===== config.mk =====
export PLATFORM = sky130hd
export DESIGN_NAME = c_fifo_ctrl_mc
export DESIGN_NICKNAME = d
export VERILOG_FILES = /design/src/rtl/c_fifo_ctrl_mc.sv
export SDC_FILE = /design/constraint.sdc
export NUM_CORES = 1
export LEC_CHECK = 0
export ABC_AREA = 1
export BUFFER_PORTS_ARGS = -buffer_cell sky130_fd_sc_hd__buf_2
export CORE_AREA = 2 2 90 92
export DETAILED_ROUTE_END_ITERATION = 8
export DIE_AREA = 0 0 92 94
export PLACE_DENSITY = 0.59
export SYNTH_ARGS = -nofsm -noshare
export SYNTH_HDL_FRONTEND = slang
export SYNTH_SLANG_ARGS = --single-unit

===== constraint.sdc =====
create_clock -name clk -period 2.3 [get_ports clk]
set_input_delay 0.46 -clock clk [delete_from_list [all_inputs] [get_ports clk]]
set_output_delay 0.46 -clock clk [all_outputs]
set_load 0.02 [all_outputs]

===== src/rtl/c_fifo_ctrl_mc.sv =====
// Multi-channel FIFO controller: per-channel circular head/tail/count state for
// num_channels queues statically partitioned in one shared buffer memory.
module c_fifo_ctrl_mc #(
   parameter int num_channels      = 4,
   parameter int depth             = 8,
   parameter int offset            = 0,
   parameter int almost_full_slack = 1,
   parameter bit enable_bypass     = 1'b0,
   localparam int addr_width = $clog2(offset + num_channels*depth),
   localparam int sel_width  = (num_channels > 1) ? $clog2(num_channels) : 1,
   localparam int cnt_width  = $clog2(depth + 1)
) (
   input  logic                              clk,
   input  logic                              reset,
   input  logic                              push_active,
   input  logic                              pop_active,
   input  logic                              push,
   input  logic [sel_width-1:0]              push_sel,
   input  logic                              pop,
   input  logic [sel_width-1:0]              pop_sel,
   output logic [addr_width-1:0]             push_addr,
   output logic [addr_width-1:0]             pop_addr,
   output logic [num_channels*cnt_width-1:0] count,
   output logic [num_channels-1:0]           empty,
   output logic [num_channels-1:0]           almost_empty,
   output logic [num_channels-1:0]           full,
   output logic [num_channels-1:0]           almost_full,
   output logic [2:0]                        errors
);

   localparam int ptr_width = $clog2(depth);
   localparam logic [sel_width:0]     num_ch_ext = (sel_width+1)'(num_channels);
   localparam logic [ptr_width-1:0]   ptr_last   = ptr_width'(depth - 1);
   localparam logic [cnt_width-1:0]   cnt_full   = cnt_width'(depth);
   localparam logic [cnt_width-1:0]   af_level   = cnt_width'(depth - almost_full_slack);

   logic [ptr_width-1:0] head_q [num_channels];
   logic [ptr_width-1:0] head_d [num_channels];
   logic [ptr_width-1:0] tail_q [num_channels];
   logic [ptr_width-1:0] tail_d [num_channels];
   logic [cnt_width-1:0] cnt_q  [num_channels];
   logic [cnt_width-1:0] cnt_d  [num_channels];

   logic                 push_in_range, pop_in_range;
   logic [sel_width-1:0] push_idx, pop_idx;
   logic                 push_en, pop_en, push_ok, pop_ok, same_ch;
   logic                 underflow, overflow, illegal, push_do, pop_do;

   function automatic logic [ptr_width-1:0] inc_ptr(input logic [ptr_width-1:0] p);
      return (p == ptr_last) ? '0 : p + ptr_width'(1);
   endfunction

   // Out-of-range selects are steered to channel 0 so array reads stay in bounds.
   assign push_in_range = ({1'b0, push_sel} < num_ch_ext);
   assign pop_in_range  = ({1'b0, pop_sel} < num_ch_ext);
   assign push_idx      = push_in_range ? push_sel : '0;
   assign pop_idx       = pop_in_range  ? pop_sel  : '0;

   assign push_addr = addr_width'(offset) + addr_width'(push_sel) * addr_width'(depth)
                    + addr_width'(tail_q[push_idx]);
   assign pop_addr  = addr_width'(offset) + addr_width'(pop_sel) * addr_width'(depth)
                    + addr_width'(head_q[pop_idx]);

   always_comb begin
      push_en   = push & push_active;
      pop_en    = pop & pop_active;
      push_ok   = push_en & push_in_range;
      pop_ok    = pop_en & pop_in_range;
      same_ch   = push_ok & pop_ok & (push_sel == pop_sel);
      underflow = pop_ok & (cnt_q[pop_idx] == '0) & ~(enable_bypass & same_ch);
      overflow  = push_ok & (cnt_q[push_idx] == cnt_full) & ~same_ch;
      illegal   = (push_en & ~push_in_range) | (pop_en & ~pop_in_range);
      push_do   = push_ok & ~overflow;
      pop_do    = pop_ok & ~underflow;
      errors    = {illegal, overflow, underflow};
   end

   always_comb begin
      // NOTE: every next-state array starts as a copy of the current state so no path leaves it unassigned, which would infer a latch.
      head_d = head_q;
      tail_d = tail_q;
      cnt_d  = cnt_q;
      for (int c = 0; c < num_channels; c++) begin
         logic inc, dec;
         inc = push_do & (push_idx == sel_width'(c));
         dec = pop_do & (pop_idx == sel_width'(c));
         if (inc) tail_d[c] = inc_ptr(tail_q[c]);
         if (dec) head_d[c] = inc_ptr(head_q[c]);
         if (inc && !dec)      cnt_d[c] = cnt_q[c] + cnt_width'(1);
         else if (dec && !inc) cnt_d[c] = cnt_q[c] - cnt_width'(1);
      end
   end

   always_ff @(posedge clk or negedge reset) begin
      if (!reset) begin
         // NOTE: these arrays are a handful of pointer/count flops and must be reset; the shared data RAM outside carries no reset.
         for (int c = 0; c < num_channels; c++) begin
            head_q[c] <= '0;
            tail_q[c] <= '0;
            cnt_q[c]  <= '0;
         end
      end else begin
         // NOTE: non-blocking assignments so every register samples pre-edge values.
         head_q <= head_d;
         tail_q <= tail_d;
         cnt_q  <= cnt_d;
      end
   end

   always_comb begin
      count = '0;
      for (int c = 0; c < num_channels; c++) begin
         count[(num_channels-1-c)*cnt_width +: cnt_width] = cnt_q[c];
         empty[c]        = (cnt_q[c] == '0);
         almost_empty[c] = (cnt_q[c] == cnt_width'(1));
         full[c]         = (cnt_q[c] == cnt_full);
         almost_full[c]  = (cnt_q[c] >= af_level);
      end
   end

endmodule

==> metrics.txt <==
Overall Global Routing Usage 17.0%; Port-buffer cells 53; post-layout net count 511; routability congestion estimate 0.872; remaining global-route overflow 0; final number of hold-violating endpoints 0; critical path peak fanout 7; height of the die 94 um; area of the die 8650 um2; static leakage 0.00214 uW; relative slew slack 64.2%; number of placement rows 32; ratio of final minimum period to clock period 95.7%; cell type with the largest total area after synthesis sky130_fd_sc_hd__dfrtp_1; Cell Area, Placed 3490 um2; setup violation total in the final timing report 0; multiplexer fraction of the synthesized cell area 0%; number of global-route vias before repair 2628; Combinational Power Share 56.7%; simple-gate portion of the synthesized area 26.4%; most common flop cell mapped by yosys sky130_fd_sc_hd__dfrtp_1; number of remaining DRC errors 0; max-cap check violation count 0; post-route ant nets 0; adder and majority cell fraction of the synthesized area 14.0%; htree depth 2; Initial Util 37.5%; vias after detailed routing 2700; Final Instance Area 3780 um2; initial antenna violation count 0; clock latency reported for the late side of the worst-skew pair 0.30 ns; number of nets produced by synthesis 410; xor and xnor fraction of the mapped netlist area 4.91%; Post-Synthesis Mean Instance Area 7.76 um2; sequential share of power 29.0%; cells taking the most area after synthesis sky130_fd_sc_hd__dfrtp_1, sky130_fd_sc_hd__ha_1, sky130_fd_sc_hd__nand2_1, sky130_fd_sc_hd__inv_1, sky130_fd_sc_hd__nand4_1; Clock Path Buffers 2; RSZ-0062 raised after global routing yes; netlist area before placement 2860 um2; Achievable Freq 455 MHz; area share of the largest cell type after synthesis 35.0%; minimum setup slack after placement 0.0687 ns; ports placed on the boundary 55; cell-internal power 2400 uW; top cells by count, synth sky130_fd_sc_hd__nand2_1, sky130_fd_sc_hd__inv_1, sky130_fd_sc_hd__dfrtp_1, sky130_fd_sc_hd__nor2_1, sky130_fd_sc_hd__ha_1; worst setup path class reg2out; TritonRoute pass-1 iters 4; number of clock buffers inserted by TritonCTS 5; clock slew at reported path FFs 0.08 ns; Final WS setup 0.100 ns; Max Transition Viols Final 0; sequential cell area fraction in the yosys report 35.0%; dominant cell by count in the synthesized netlist sky130_fd_sc_hd__nand2_1; compound-cell area share of the yosys netlist 8.89%; Final HPWL DP 5.31 mm; Required @ worst endpoint 1.84 ns; clk sinks 40; worst endpoint data arrival time 1.74 ns; transition at the pin with the smallest max-transition slack 0.536 ns; First DRT Iteration DRCs 89; switching power as a share of total power 46.3%; Yosys cell types 27; Crit. End Element output port; synthesized flop and latch total 40; combinational family with the most area after synthesis simple AND/OR/NAND/NOR gates; number of flops mapped to enable cells by yosys 0; share of flip-flops with an asynchronous set or reset 100%; total wire length after detailed routing 7.10 mm; WL per Instance 12.4 um; peak ir drop on the vdd network 0.690 mV; outcome finished, final reports clean; CTS tree done; pin count of the biggest net entering global routing 41; worst clock skew 0.00991 ns; ratio of total power to cell area 1180 nW/um2; number of antenna cells inserted 0; Root Driver sky130_fd_sc_hd__clkbuf_8; part of the power in the clock network 14.2%; global-route wire length before repair 12.0 mm; post-synthesis to final-layout area growth 32.2%; Net Switching 2060 uW; path class of the lowest-slack min-delay path in2async; share of cells above drive strength 1 32.8%; detail-routed via count per cell 4.72; shortest clock period the worst path allows after layout 2.20 ns; total number of yosys warnings 0; Die X-Extent 92 um; Worst setup SP type flop; Core Region 7610 um2; Syn Inst Count 368
routing by layer:
| metal | share of wire (%) | routed length [um] | GRT usage, % | vias up |
|---|---|---|---|---|
| met5 | 0 | 0 | 0 | - |
| met1 | 48 | 3420 | 23.0 | 1247 |
| met3 | 4.3 | 302 | 3.29 | 4 |
| met4 | 0.65 | 46 | 3.98 | 0 |
| li1 | - | - | - | 1399 |
| met2 | 47 | 3330 | 28.3 | 50 |
sequential cells by signal, summed over array words and instances (netlist names):
| name | count |
|---|---|
| count | 16 |
| tail_q | 12 |
| head_q | 12 |
logic make-up (layout without fill, tap and decap cells):
| kind of cell | count (synthesis) | count (layout) |
|---|---|---|
| DFF | 40 | 40 |
| xor gates and xnor gates | 16 | 16 |
| adders and majority gates | 32 | 32 |
| and+or+nand+nor | 166 | 166 |
| other | 1 | 1 |
| AOI/OAI and AO/OA | 43 | 43 |
| buffers and inverters | 70 | 172 |
final timing paths:
kind                                  startpoint                    end  slack, ns  depth (start not counted)
hold reg to reg            head_q[4]$_DFFE_PN0P_  head_q[4]$_DFFE_PN0P_       0.50                          2
setup reg to reg           count[15]$_DFFE_PN0P_   count[3]$_DFFE_PN0P_       0.20                         11
max in group asynchronous                  reset   count[9]$_DFFE_PN0P_       1.69                          2
min in group clk           head_q[4]$_DFFE_PN0P_  head_q[4]$_DFFE_PN0P_       0.50                          2
hold / removal                             reset  count[10]$_DFFE_PN0P_       0.23                          2
setup / recovery           count[15]$_DFFE_PN0P_              errors[0]        0.1                          7
stage by stage:
stage | cells | setup TNS [ns] | power (uW) | utilization (%) | hold slack (ns)
floorplan | 368 | 0 | 2810 | - | 0.164
global placement | 555 | 0 | 3650 | 45.9 | 0.492
detailed placement | 555 | 0 | 3700 | 45.9 | 0.492
CTS | 563 | 0 | 4370 | 47.8 | 0.242
global route | 572 | -0.0411 | 4890 | 49.6 | 0.278
finish | 572 | 0 | 4460 | 49.6 | 0.228
placed cells by master (no fill, tap or decap):
cell type,n
sky130_fd_sc_hd__a22oi_1,12
sky130_fd_sc_hd__nand4_1,24
sky130_fd_sc_hd__nand2_4,1
sky130_fd_sc_hd__nand2_1,76
sky130_fd_sc_hd__bufinv_16,1
sky130_fd_sc_hd__nand2_2,2
sky130_fd_sc_hd__o21ai_1,5
sky130_fd_sc_hd__xnor2_1,4
sky130_fd_sc_hd__buf_6,1
sky130_fd_sc_hd__nor2_1,33
sky130_fd_sc_hd__o31ai_1,1
sky130_fd_sc_hd__inv_1,42
sky130_fd_sc_hd__o21ai_2,4
sky130_fd_sc_hd__a21oi_1,12
sky130_fd_sc_hd__dfrtp_1,39
sky130_fd_sc_hd__buf_4,54
sky130_fd_sc_hd__inv_2,16
sky130_fd_sc_hd__nand3_2,6
sky130_fd_sc_hd__nor2_2,5
sky130_fd_sc_hd__buf_2,51
sky130_fd_sc_hd__o21ai_0,7
sky130_fd_sc_hd__dfrtp_2,1
sky130_fd_sc_hd__o211ai_1,1
sky130_fd_sc_hd__conb_1,1
sky130_fd_sc_hd__ha_1,31
sky130_fd_sc_hd__nor2_4,3
sky130_fd_sc_hd__clkbuf_8,7
sky130_fd_sc_hd__nor3_1,4
sky130_fd_sc_hd__nand3_1,11
sky130_fd_sc_hd__nand4_4,1
sky130_fd_sc_hd__o2111ai_1,1
sky130_fd_sc_hd__ha_4,1
sky130_fd_sc_hd__xor2_1,12
repair_timing:
| action | 4_1_cts | 5_1_grt |
|---|---|---|
| gates cloned | 0 | 0 |
| hold buffers | 0 | 0 |
| endpoints found under the hold margin | 0 | 0 |
| setup endpoints to repair | 1 | 12 |
| setup buffers | 0 | 9 |
| resized for setup | 3 | 27 |
| pin swaps | 0 | 7 |
critical path, stage by stage, from the launching register on:
cell and delay [ns]:
sky130_fd_sc_hd__dfrtp_1 0.40, sky130_fd_sc_hd__nor2_2 0.15, sky130_fd_sc_hd__inv_1 0.11, sky130_fd_sc_hd__o21ai_2 0.17, sky130_fd_sc_hd__nand4_4 0.19, sky130_fd_sc_hd__buf_4 0.19, sky130_fd_sc_hd__nor2_1 0.08, sky130_fd_sc_hd__buf_4 0.14
power by group through the flow:
| stage | registers, uW | logic [uW] | clock network (uW) |
|---|---|---|---|
| final | 1300 | 2530 | 636 |
| after floorplan | 1510 | 1310 | 0 |
| after global routing | 1340 | 2880 | 683 |
| after global placement | 1290 | 2360 | 0 |
| after detailed placement | 1280 | 2410 | 0 |
| after CTS | 1280 | 2430 | 657 |
area by class of cell:
type	count	area, um2
Clock inverter	1	30.0
Timing Repair Buffer	106	672
Clock buffer	7	96.3
Inverter	58	218
Fill cell	769	3830
Sequential cell	40	1000
Multi-Input combinational cell	258	1630
Tap cell	102	128
Power figures use the tool's default switching activity.
